===== src/rtl/nn_pkg.sv =====
// nn_pkg: shared types and width helpers for the time-multiplexed NN layer.
package nn_pkg;

    typedef enum logic [1:0] {IDLE, MAC, ACT, DONE} nn_state_t;

    // Fixed-point 1.0 for a given number of fractional bits.
    function automatic int nn_one(input int frac_w);
        return 1 << frac_w;
    endfunction

    // Accumulator width: full product plus headroom for N_IN products and the bias.
    function automatic int nn_acc_w(input int data_w, input int n_in);
        return 2 * data_w + $clog2(n_in + 2);
    endfunction

    // clog2 that never returns zero, so every index/address bus has at least one bit.
    function automatic int nn_clog2_min1(input int v);
        return (v > 1) ? $clog2(v) : 1;
    endfunction

endpackage


===== src/rtl/nn_layer_seq_if.sv =====
// nn_layer_seq_if: weight-write port plus input/output valid-ready streams of one layer.
import nn_pkg::*;

interface nn_layer_seq_if #(
    parameter int DATA_W = 17,
    parameter int N_IN   = 2,
    parameter int N_OUT  = 2,
    parameter int AW     = nn_clog2_min1(N_OUT * (N_IN + 1))
);
    logic                      w_we;
    logic [AW-1:0]             w_addr;
    logic [DATA_W-1:0]         w_data;
    logic                      w_busy;
    logic                      in_valid;
    logic                      in_ready;
    logic [N_IN*DATA_W-1:0]    in_data;
    logic                      out_valid;
    logic                      out_ready;
    logic [N_OUT*DATA_W-1:0]   out_data;

    modport master (
        output w_we, w_addr, w_data, in_valid, in_data, out_ready,
        input  w_busy, in_ready, out_valid, out_data
    );

    modport slave (
        input  w_we, w_addr, w_data, in_valid, in_data, out_ready,
        output w_busy, in_ready, out_valid, out_data
    );
endinterface


===== src/rtl/nn_layer_act.sv =====
// nn_layer_act: accumulator -> output sample. Drops FRAC_W fraction bits,
// saturates to DATA_W, then applies the activation.
// Build option NN_LAYER_SIGMOID_EN selects the hard sigmoid; otherwise the
// output is the saturated linear value.
import nn_pkg::*;

module nn_layer_act #(
    parameter int DATA_W = 17,
    parameter int FRAC_W = 11,
    parameter int ACC_W  = 36
) (
    input  logic signed [ACC_W-1:0]  acc,
    output logic signed [DATA_W-1:0] y
);
    localparam logic signed [ACC_W-1:0] S_MAX = {{(ACC_W-DATA_W+1){1'b0}}, {(DATA_W-1){1'b1}}};
    localparam logic signed [ACC_W-1:0] S_MIN = ~S_MAX;

    logic signed [ACC_W-1:0]  s_full;
    logic signed [DATA_W-1:0] s_sat;

    assign s_full = acc >>> FRAC_W;

    // Clamp the rescaled sum into the DATA_W two's-complement range.
    always_comb begin
        if (s_full > S_MAX)
            s_sat = {1'b0, {(DATA_W-1){1'b1}}};
        else if (s_full < S_MIN)
            s_sat = {1'b1, {(DATA_W-1){1'b0}}};
        else
            s_sat = s_full[DATA_W-1:0];
    end

`ifdef NN_LAYER_SIGMOID_EN
    localparam logic signed [DATA_W+1:0] HALF = (DATA_W+2)'(nn_one(FRAC_W) / 2);
    localparam logic signed [DATA_W+1:0] ONE  = (DATA_W+2)'(nn_one(FRAC_W));

    logic signed [DATA_W+1:0] t;

    // Hard sigmoid: s/4 + 0.5, clamped to [0, 1.0]; two guard bits keep the sum exact.
    always_comb begin
        t = ($signed({{2{s_sat[DATA_W-1]}}, s_sat}) >>> 2) + HALF;
        if (t[DATA_W+1])
            y = '0;
        else if (t > ONE)
            y = ONE[DATA_W-1:0];
        else
            y = t[DATA_W-1:0];
    end
`else
    assign y = s_sat;
`endif

endmodule


===== src/rtl/nn_layer_seq.sv =====
// nn_layer_seq: one signed MAC evaluates N_OUT neurons of N_IN inputs each,
// one product per cycle, with run-time loadable weights/biases.
// Build option NN_LAYER_SIGMOID_EN (in nn_layer_act) enables the hard sigmoid.
import nn_pkg::*;

module nn_layer_seq #(
    parameter int DATA_W = 17,
    parameter int FRAC_W = 11,
    parameter int N_IN   = 2,
    parameter int N_OUT  = 2
) (
    input  logic          clk,
    input  logic          rst,
    nn_layer_seq_if.slave bus
);
    localparam int NW    = N_OUT * (N_IN + 1);
    localparam int AW    = nn_clog2_min1(NW);
    localparam int ACC_W = nn_acc_w(DATA_W, N_IN);
    localparam int IW    = nn_clog2_min1(NW + N_IN + 2);
    localparam int NI_W  = nn_clog2_min1(N_IN);
    localparam int NO_W  = nn_clog2_min1(N_OUT);

    nn_state_t                      state;
    logic [N_IN-1:0][DATA_W-1:0]    x_q;
    logic [NW-1:0][DATA_W-1:0]      w_mem;
    logic [N_OUT-1:0][DATA_W-1:0]   y_buf;
    logic [N_OUT-1:0][DATA_W-1:0]   out_q;
    logic                           out_valid_q;
    logic signed [ACC_W-1:0]        acc;
    logic [NI_W-1:0]                i_idx;
    logic [NO_W-1:0]                n_idx;
    logic [IW-1:0]                  base;      // n*(N_IN+1): first weight of neuron n
    logic                           pend_we;   // write that arrived with an input accept
    logic [AW-1:0]                  pend_addr;
    logic [DATA_W-1:0]              pend_data;

    logic [IW-1:0]                  w_idx;
    logic [IW-1:0]                  nb_idx;
    logic signed [DATA_W-1:0]       w_cur;
    logic signed [DATA_W-1:0]       x_cur;
    logic [DATA_W-1:0]              b_next;
    logic signed [2*DATA_W-1:0]     prod;
    logic signed [DATA_W-1:0]       y_new;

    function automatic logic signed [ACC_W-1:0] bias_to_acc(input logic [DATA_W-1:0] b);
        return $signed({{(ACC_W-DATA_W){b[DATA_W-1]}}, b}) <<< FRAC_W;
    endfunction

    assign w_idx  = base + IW'(i_idx);
    assign nb_idx = base + IW'(2 * N_IN + 1);

    // Operand fetch for the current MAC step and next neuron's bias; the
    // bias index runs past the table on the last neuron, where it is unused.
    always_comb begin
        w_cur  = (w_idx  < IW'(NW)) ? w_mem[w_idx[AW-1:0]]  : '0;
        b_next = (nb_idx < IW'(NW)) ? w_mem[nb_idx[AW-1:0]] : '0;
        x_cur  = x_q[i_idx];
        prod   = w_cur * x_cur;
    end

    nn_layer_act #(.DATA_W(DATA_W), .FRAC_W(FRAC_W), .ACC_W(ACC_W)) u_act (
        .acc (acc),
        .y   (y_new)
    );

    // Control FSM, datapath registers and weight store.
    always_ff @(posedge clk) begin
        if (rst) begin
            state       <= IDLE;
            x_q         <= '0;
            w_mem       <= '0;
            y_buf       <= '0;
            out_q       <= '0;
            out_valid_q <= 1'b0;
            acc         <= '0;
            i_idx       <= '0;
            n_idx       <= '0;
            base        <= '0;
            pend_we     <= 1'b0;
            pend_addr   <= '0;
            pend_data   <= '0;
        end else begin
            case (state)
                IDLE: begin
                    if (bus.w_we && int'(bus.w_addr) < NW) begin
                        // A write alongside an accept is held back so this vector sees old weights.
                        if (bus.in_valid) begin
                            pend_we   <= 1'b1;
                            pend_addr <= bus.w_addr;
                            pend_data <= bus.w_data;
                        end else begin
                            w_mem[bus.w_addr] <= bus.w_data;
                        end
                    end
                    if (bus.in_valid) begin
                        x_q   <= bus.in_data;
                        n_idx <= '0;
                        i_idx <= '0;
                        base  <= '0;
                        acc   <= bias_to_acc(w_mem[AW'(N_IN)]);
                        state <= MAC;
                    end
                end
                MAC: begin
                    acc <= acc + $signed({{(ACC_W-2*DATA_W){prod[2*DATA_W-1]}}, prod});
                    if (i_idx == NI_W'(N_IN - 1))
                        state <= ACT;
                    else
                        i_idx <= i_idx + 1'b1;
                end
                ACT: begin
                    y_buf[n_idx] <= y_new;
                    if (n_idx == NO_W'(N_OUT - 1)) begin
                        // Publish the whole vector at once so out_data never shows a mix.
                        out_q            <= y_buf;
                        out_q[N_OUT-1]   <= y_new;
                        out_valid_q      <= 1'b1;
                        state            <= DONE;
                    end else begin
                        n_idx <= n_idx + 1'b1;
                        i_idx <= '0;
                        base  <= base + IW'(N_IN + 1);
                        acc   <= bias_to_acc(b_next);
                        state <= MAC;
                    end
                end
                DONE: begin
                    if (bus.out_ready) begin
                        out_valid_q <= 1'b0;
                        state       <= IDLE;
                        if (pend_we) begin
                            w_mem[pend_addr] <= pend_data;
                            pend_we          <= 1'b0;
                        end
                    end
                end
                default: state <= IDLE;
            endcase
        end
    end

    assign bus.in_ready  = (state == IDLE);
    assign bus.w_busy    = (state != IDLE);
    assign bus.out_valid = out_valid_q;
    assign bus.out_data  = out_q;

endmodule


===== src/flat_wrapper.sv =====
// flat-port wrapper written by rule: the top's interface ports become plain ports
module nn_layer_seq_flat 
#(
    parameter int DATA_W = 17,
    parameter int FRAC_W = 11,
    parameter int N_IN   = 2,
    parameter int N_OUT  = 2
)
  (clk, rst, bus_w_we, bus_w_addr, bus_w_data, bus_in_valid, bus_in_data, bus_out_ready, bus_w_busy, bus_in_ready, bus_out_valid, bus_out_data);
  nn_layer_seq_if #(.DATA_W(DATA_W), .N_IN(N_IN), .N_OUT(N_OUT), .AW(3)) bus_i ();
  input  logic clk;
  input  logic rst;
  input wire logic [$bits(bus_i.w_we)-1:0] bus_w_we;
  input wire logic [$bits(bus_i.w_addr)-1:0] bus_w_addr;
  input wire logic [$bits(bus_i.w_data)-1:0] bus_w_data;
  input wire logic [$bits(bus_i.in_valid)-1:0] bus_in_valid;
  input wire logic [$bits(bus_i.in_data)-1:0] bus_in_data;
  input wire logic [$bits(bus_i.out_ready)-1:0] bus_out_ready;
  output wire logic [$bits(bus_i.w_busy)-1:0] bus_w_busy;
  output wire logic [$bits(bus_i.in_ready)-1:0] bus_in_ready;
  output wire logic [$bits(bus_i.out_valid)-1:0] bus_out_valid;
  output wire logic [$bits(bus_i.out_data)-1:0] bus_out_data;
  assign bus_i.w_we = bus_w_we;
  assign bus_i.w_addr = bus_w_addr;
  assign bus_i.w_data = bus_w_data;
  assign bus_i.in_valid = bus_in_valid;
  assign bus_i.in_data = bus_in_data;
  assign bus_i.out_ready = bus_out_ready;
  assign bus_w_busy = bus_i.w_busy;
  assign bus_in_ready = bus_i.in_ready;
  assign bus_out_valid = bus_i.out_valid;
  assign bus_out_data = bus_i.out_data;
  nn_layer_seq #(.DATA_W(DATA_W), .FRAC_W(FRAC_W), .N_IN(N_IN), .N_OUT(N_OUT)) u_core (.clk(clk), .rst(rst), .bus(bus_i));
endmodule

===== config.mk =====
export PLATFORM = sky130hd
export DESIGN_NAME = nn_layer_seq_flat
export DESIGN_NICKNAME = d
export VERILOG_FILES = /design/src/rtl/nn_pkg.sv /design/src/rtl/nn_layer_seq_if.sv /design/src/rtl/nn_layer_act.sv /design/src/rtl/nn_layer_seq.sv /design/src/flat_wrapper.sv
export SDC_FILE = /design/constraint.sdc
export NUM_CORES = 2
export LEC_CHECK = 0
export CAP_MARGIN = 20
export CORE_ASPECT_RATIO = 1.4
export CORE_UTILIZATION = 40
export DETAILED_ROUTE_END_ITERATION = 10
export DONT_BUFFER_PORTS = 1
export PLACE_DENSITY = 0.66
export SLEW_MARGIN = 30
export SYNTH_ARGS = -nofsm -noshare
export SYNTH_HDL_FRONTEND = slang
export SYNTH_SLANG_ARGS = --single-unit

===== constraint.sdc =====
create_clock -name clk -period 15.4 [get_ports clk]
set_clock_uncertainty 0.1 [all_clocks]
set_input_delay 2.31 -clock clk [delete_from_list [all_inputs] [get_ports clk]]
set_output_delay 2.31 -clock clk [all_outputs]
set_load 0.01 [all_outputs]

==> out/results.txt <==
The total wirelength of the detailed-routed design came out at 73,100 um. The overall via count from detail_route is 20,300, and the count of flip-flops with a built-in enable after synthesis is 0. The residual overflow from global routing is 0, and the height of the die is 299 um. For this run, global-route usage on met3 was measured as 2.45%. The tools report the number of cells produced by synthesis as 2,988.

The worst slew margin relative to its limit was 29.7%; the total CTS buffers was 27. The synthesized netlist occupies a cell area of 25,200 um^2. The tools report the maximum root-to-sink buffer count as 3.

Ranked by total cell area, the synthesized netlist is headed by sky130_fd_sc_hd__fa_1, sky130_fd_sc_hd__dfxtp_1, sky130_fd_sc_hd__inv_1, sky130_fd_sc_hd__nor2_1, sky130_fd_sc_hd__ha_1. The area growth from synthesis to layout is 6.29%, and the final cycle utilization of the critical path is 60.1%. Counting stages on the worst path, the most repeated cell is sky130_fd_sc_hd__fa_1.

Setup repair after global routing left no endpoint under its margin. The clock slew seen by the registers of the worst setup and hold paths came out at 0.09 ns. Counting flops and latches in the post-synthesis netlist gives 253.

The share of the Yosys chip area taken by registers is 20.1%. The clock reaches the later pin of the worst-skew pair after 0.60 ns. The sum of net half-perimeters after detailed placement was 57,000 um; the power density relative to cell area was 111 nW/um^2.

After clock tree synthesis, the flow added hold-fix buffers numbering 0. Counting flops with an async set or reset pin after synthesis yields a share of 0%. When the netlist entered floorplanning its net count stood at 3,515. TritonCTS built the clock tree.

The count of distinct cell types in the synthesized netlist came out at 72. The initial antenna violation count is 0, and the met2 routing resource usage after global routing is 40.9%. In this run the worst path has a maximum fanout of 42. The tools report the violation count after the first detailed-routing iteration as 1,580. The worst setup path is captured at a flip-flop. For the count of H-tree levels built during CTS, the log shows 1. After layout, the minimum clock period comes to 9.25 ns. For met1 alone, demand over resource in global routing was 28.4%.

Dividing the detail-routed wire length by the instance count gives 19.6 um. Data on the critical path is required at its endpoint by 15.74 ns. The startpoint kind of the worst setup timing path was a flip-flop.

Summed over all failing endpoints, the final setup total negative slack is 0 ns. The synthesized design devotes to its leading area cell type 28.1% of total area. Number of maximum-capacitance constraint violations: 0. In this run the count of I/O pins placed on the die edge is 96. Cells with a size suffix above 1 make up 5.93% of the layout. The global routing stage identified its most utilized layer as met2. The initialized floorplan defines 108 standard-cell rows. The tools report the number of clock sinks as 253. The effective utilization at floorplan was 40.5%. The worst min-delay path category was flip-flop to flip-flop. The number of buffers and inverters on the critical path works out to 6. For the pin with the worst max-slew slack, the measured transition is 1.05 ns. The worst supply voltage drop on vdd is 105 uV, and the via count of the first global-routing pass is 20,900. The run gives 108 MHz as the maximum clock frequency. The floorplan step defined a die boundary enclosing 64,000 um^2. The filler cells instantiated in the layout total 6,307.

Global routing used 23.2% of the available tracks across all layers. Setup violations remaining at the end of the flow were counted as 0. The final weighted congestion in routability-driven placement is 0.963, and the mean number of vias per cell is 5.44.

For the worst flop-to-flop path, the logic depth is 28. The average cell area after synthesis works out to 8.44 um^2. The pin count of the biggest net entering global routing is 253, and the area of placed instances is 25,800 um^2. For this run, design rule violations remaining after detail routing come to 0. CTS placed an instance of sky130_fd_sc_hd__clkbuf_16 at the clock tree root. The run finished with clean final reports. The max-slew violation count was 0. The pre-antenna-repair detailed-routing pass consisted of 7 iterations. sky130_fd_sc_hd__fa_1 takes more of the synthesized area than any other cell.

The critical path is of the flip-flop to flip-flop type. The first global-routing pass estimated 118,000 um of wire. Once detail routing completed, the nets flagged for antenna violations numbered 0. The floorplan step set the die width to 214 um. The logs give 0 for the final-report hold violation count and 0 for the total setup buffers inserted after CTS.

The analysis attributes to cell leakage a power of 11.5 nW. The logs give 2.96 mW for the post-layout total power and 62,200 um^2 for the core footprint. Input and output buffers added on the ports amount to 0. The design area was 26,800 um^2.

The highest-delay cell along the critical path is sky130_fd_sc_hd__mux4_2. In this run, post-CTS repair resized a total of 0 instances. The depth of the critical timing path with buffers and inverters included is 28, and the number of cells on the worst hold path is 2. At the worst endpoint, the arrival time is 9.59 ns. The largest single stage delay on the critical path is 0.58 ns.

In the final design database the tool counted 3,405 nets. Most used flip-flop cell after synthesis: sky130_fd_sc_hd__dfxtp_1. The Yosys step of the flow raised 0 warnings.

In this design, the largest share of critical-path delay is due to adder cells.
report_power, final:
group | switching [mW] | internal [mW] | total [mW]
clock | 0.300 | 0.400 | 0.700
combinational | 0.940 | 0.489 | 1.43
sequential | 0.0982 | 0.735 | 0.833
final timing paths:
path | startpoint | end | slack [ns]
min | u_core.y_buf[2] | u_core.bus.out_data[2] | 0.30
min reg2reg | u_core.y_buf[2] | u_core.bus.out_data[2] | 0.30
max reg2reg | u_core.base[0] | u_core.acc[30] | 6.15
max | u_core.base[0] | u_core.acc[30] | 6.15
stage by stage:
stage | instances | util, % | hold WS [ns] | setup slack, ns
floorplan | 2988 | - | 0.332 | 7.25
global placement | 3672 | 41.5 | 0.336 | 6.05
detailed placement | 3672 | 41.6 | 0.340 | 6.09
CTS | 3722 | 43.0 | 0.273 | 5.99
global route | 3724 | 43.1 | 0.333 | 5.70
finish | 3725 | 43.1 | 0.298 | 6.15
sequential cells by signal (all words and copies together), names as in the netlist, 2 cells and up:
signal / count
u_core.state: 2
u_core.bus.out_data: 34
u_core.pend_addr: 3
u_core.pend_data: 17
u_core.acc: 36
u_core.base: 4
u_core.x_q: 34
u_core.w_mem: 102
u_core.y_buf: 17
cell usage after synthesis (10+ instances only):
cell type,instances
sky130_fd_sc_hd__nand2b_1,25
sky130_fd_sc_hd__mux4_2,34
sky130_fd_sc_hd__a21o_1,17
sky130_fd_sc_hd__nor3_1,64
sky130_fd_sc_hd__a21oi_1,199
sky130_fd_sc_hd__dfxtp_1,253
sky130_fd_sc_hd__fa_1,354
sky130_fd_sc_hd__xor2_1,12
sky130_fd_sc_hd__buf_1,10
sky130_fd_sc_hd__ha_1,114
sky130_fd_sc_hd__mux2_2,11
sky130_fd_sc_hd__nor2_1,385
sky130_fd_sc_hd__xnor2_1,22
sky130_fd_sc_hd__a22oi_1,18
sky130_fd_sc_hd__o21ai_0,126
sky130_fd_sc_hd__o221ai_1,86
sky130_fd_sc_hd__mux2i_1,53
sky130_fd_sc_hd__buf_2,36
sky130_fd_sc_hd__or3_1,19
sky130_fd_sc_hd__nand3_1,19
sky130_fd_sc_hd__a211oi_1,26
sky130_fd_sc_hd__inv_1,494
sky130_fd_sc_hd__clkbuf_1,123
sky130_fd_sc_hd__o21ai_1,15
sky130_fd_sc_hd__nand2_1,338
tightest hold or removal path, stage by stage (launching register included):
cell and delay, ns:
sky130_fd_sc_hd__dfxtp_1 0.31, sky130_fd_sc_hd__nand2_1 0.05, sky130_fd_sc_hd__a21oi_1 0.05
cells in the final DEF (no fill, tap or decap), types with 34 or more instances in the layout:
| cell type | count |
|---|---|
| sky130_fd_sc_hd__inv_1 | 494 |
| sky130_fd_sc_hd__nor2_1 | 379 |
| sky130_fd_sc_hd__fa_1 | 354 |
| sky130_fd_sc_hd__nand2_1 | 337 |
| sky130_fd_sc_hd__dfxtp_1 | 252 |
| sky130_fd_sc_hd__a21oi_1 | 199 |
| sky130_fd_sc_hd__o21ai_0 | 125 |
| sky130_fd_sc_hd__ha_1 | 113 |
| sky130_fd_sc_hd__o221ai_1 | 86 |
| sky130_fd_sc_hd__nor3_1 | 62 |
| sky130_fd_sc_hd__mux2i_1 | 51 |
| sky130_fd_sc_hd__buf_4 | 35 |
| sky130_fd_sc_hd__mux4_2 | 34 |
cell type report:
| type | instances | area, um^2 | area share, % |
|---|---|---|---|
| clock buffer | 37 | 763 | 2.85 |
| antenna | 1 | 2.50 | 0.00934 |
| inverter | 496 | 1860 | 6.95 |
| timing repair buffer | 37 | 282 | 1.05 |
| clock inverter | 13 | 161 | 0.602 |
| sequential | 253 | 5070 | 18.9 |
| multi-input combinational | 2063 | 17600 | 65.8 |
| tap | 825 | 1030 | 3.85 |
cell families after synthesis:
kind of cell / share of synthesized area, %
XOR/XNOR: 1.29
flip-flops: 20.1
AO/OA/AOI/OAI: 13.3
multiplexers: 5.72
AND/OR/NAND/NOR: 15.5
adder cells (fa/ha/maj): 33.8
buffers and inverters: 10.3
metal layers:
layer  vias up  share of wire, %  wire length, um
met4         0               5.2             3780
li1       9422                 -                -
met3       162               4.8             3510
met2       631                50            36500
met1     10100                40            29300
met5         -                 0                0
(Power assumes the default switching activity.)
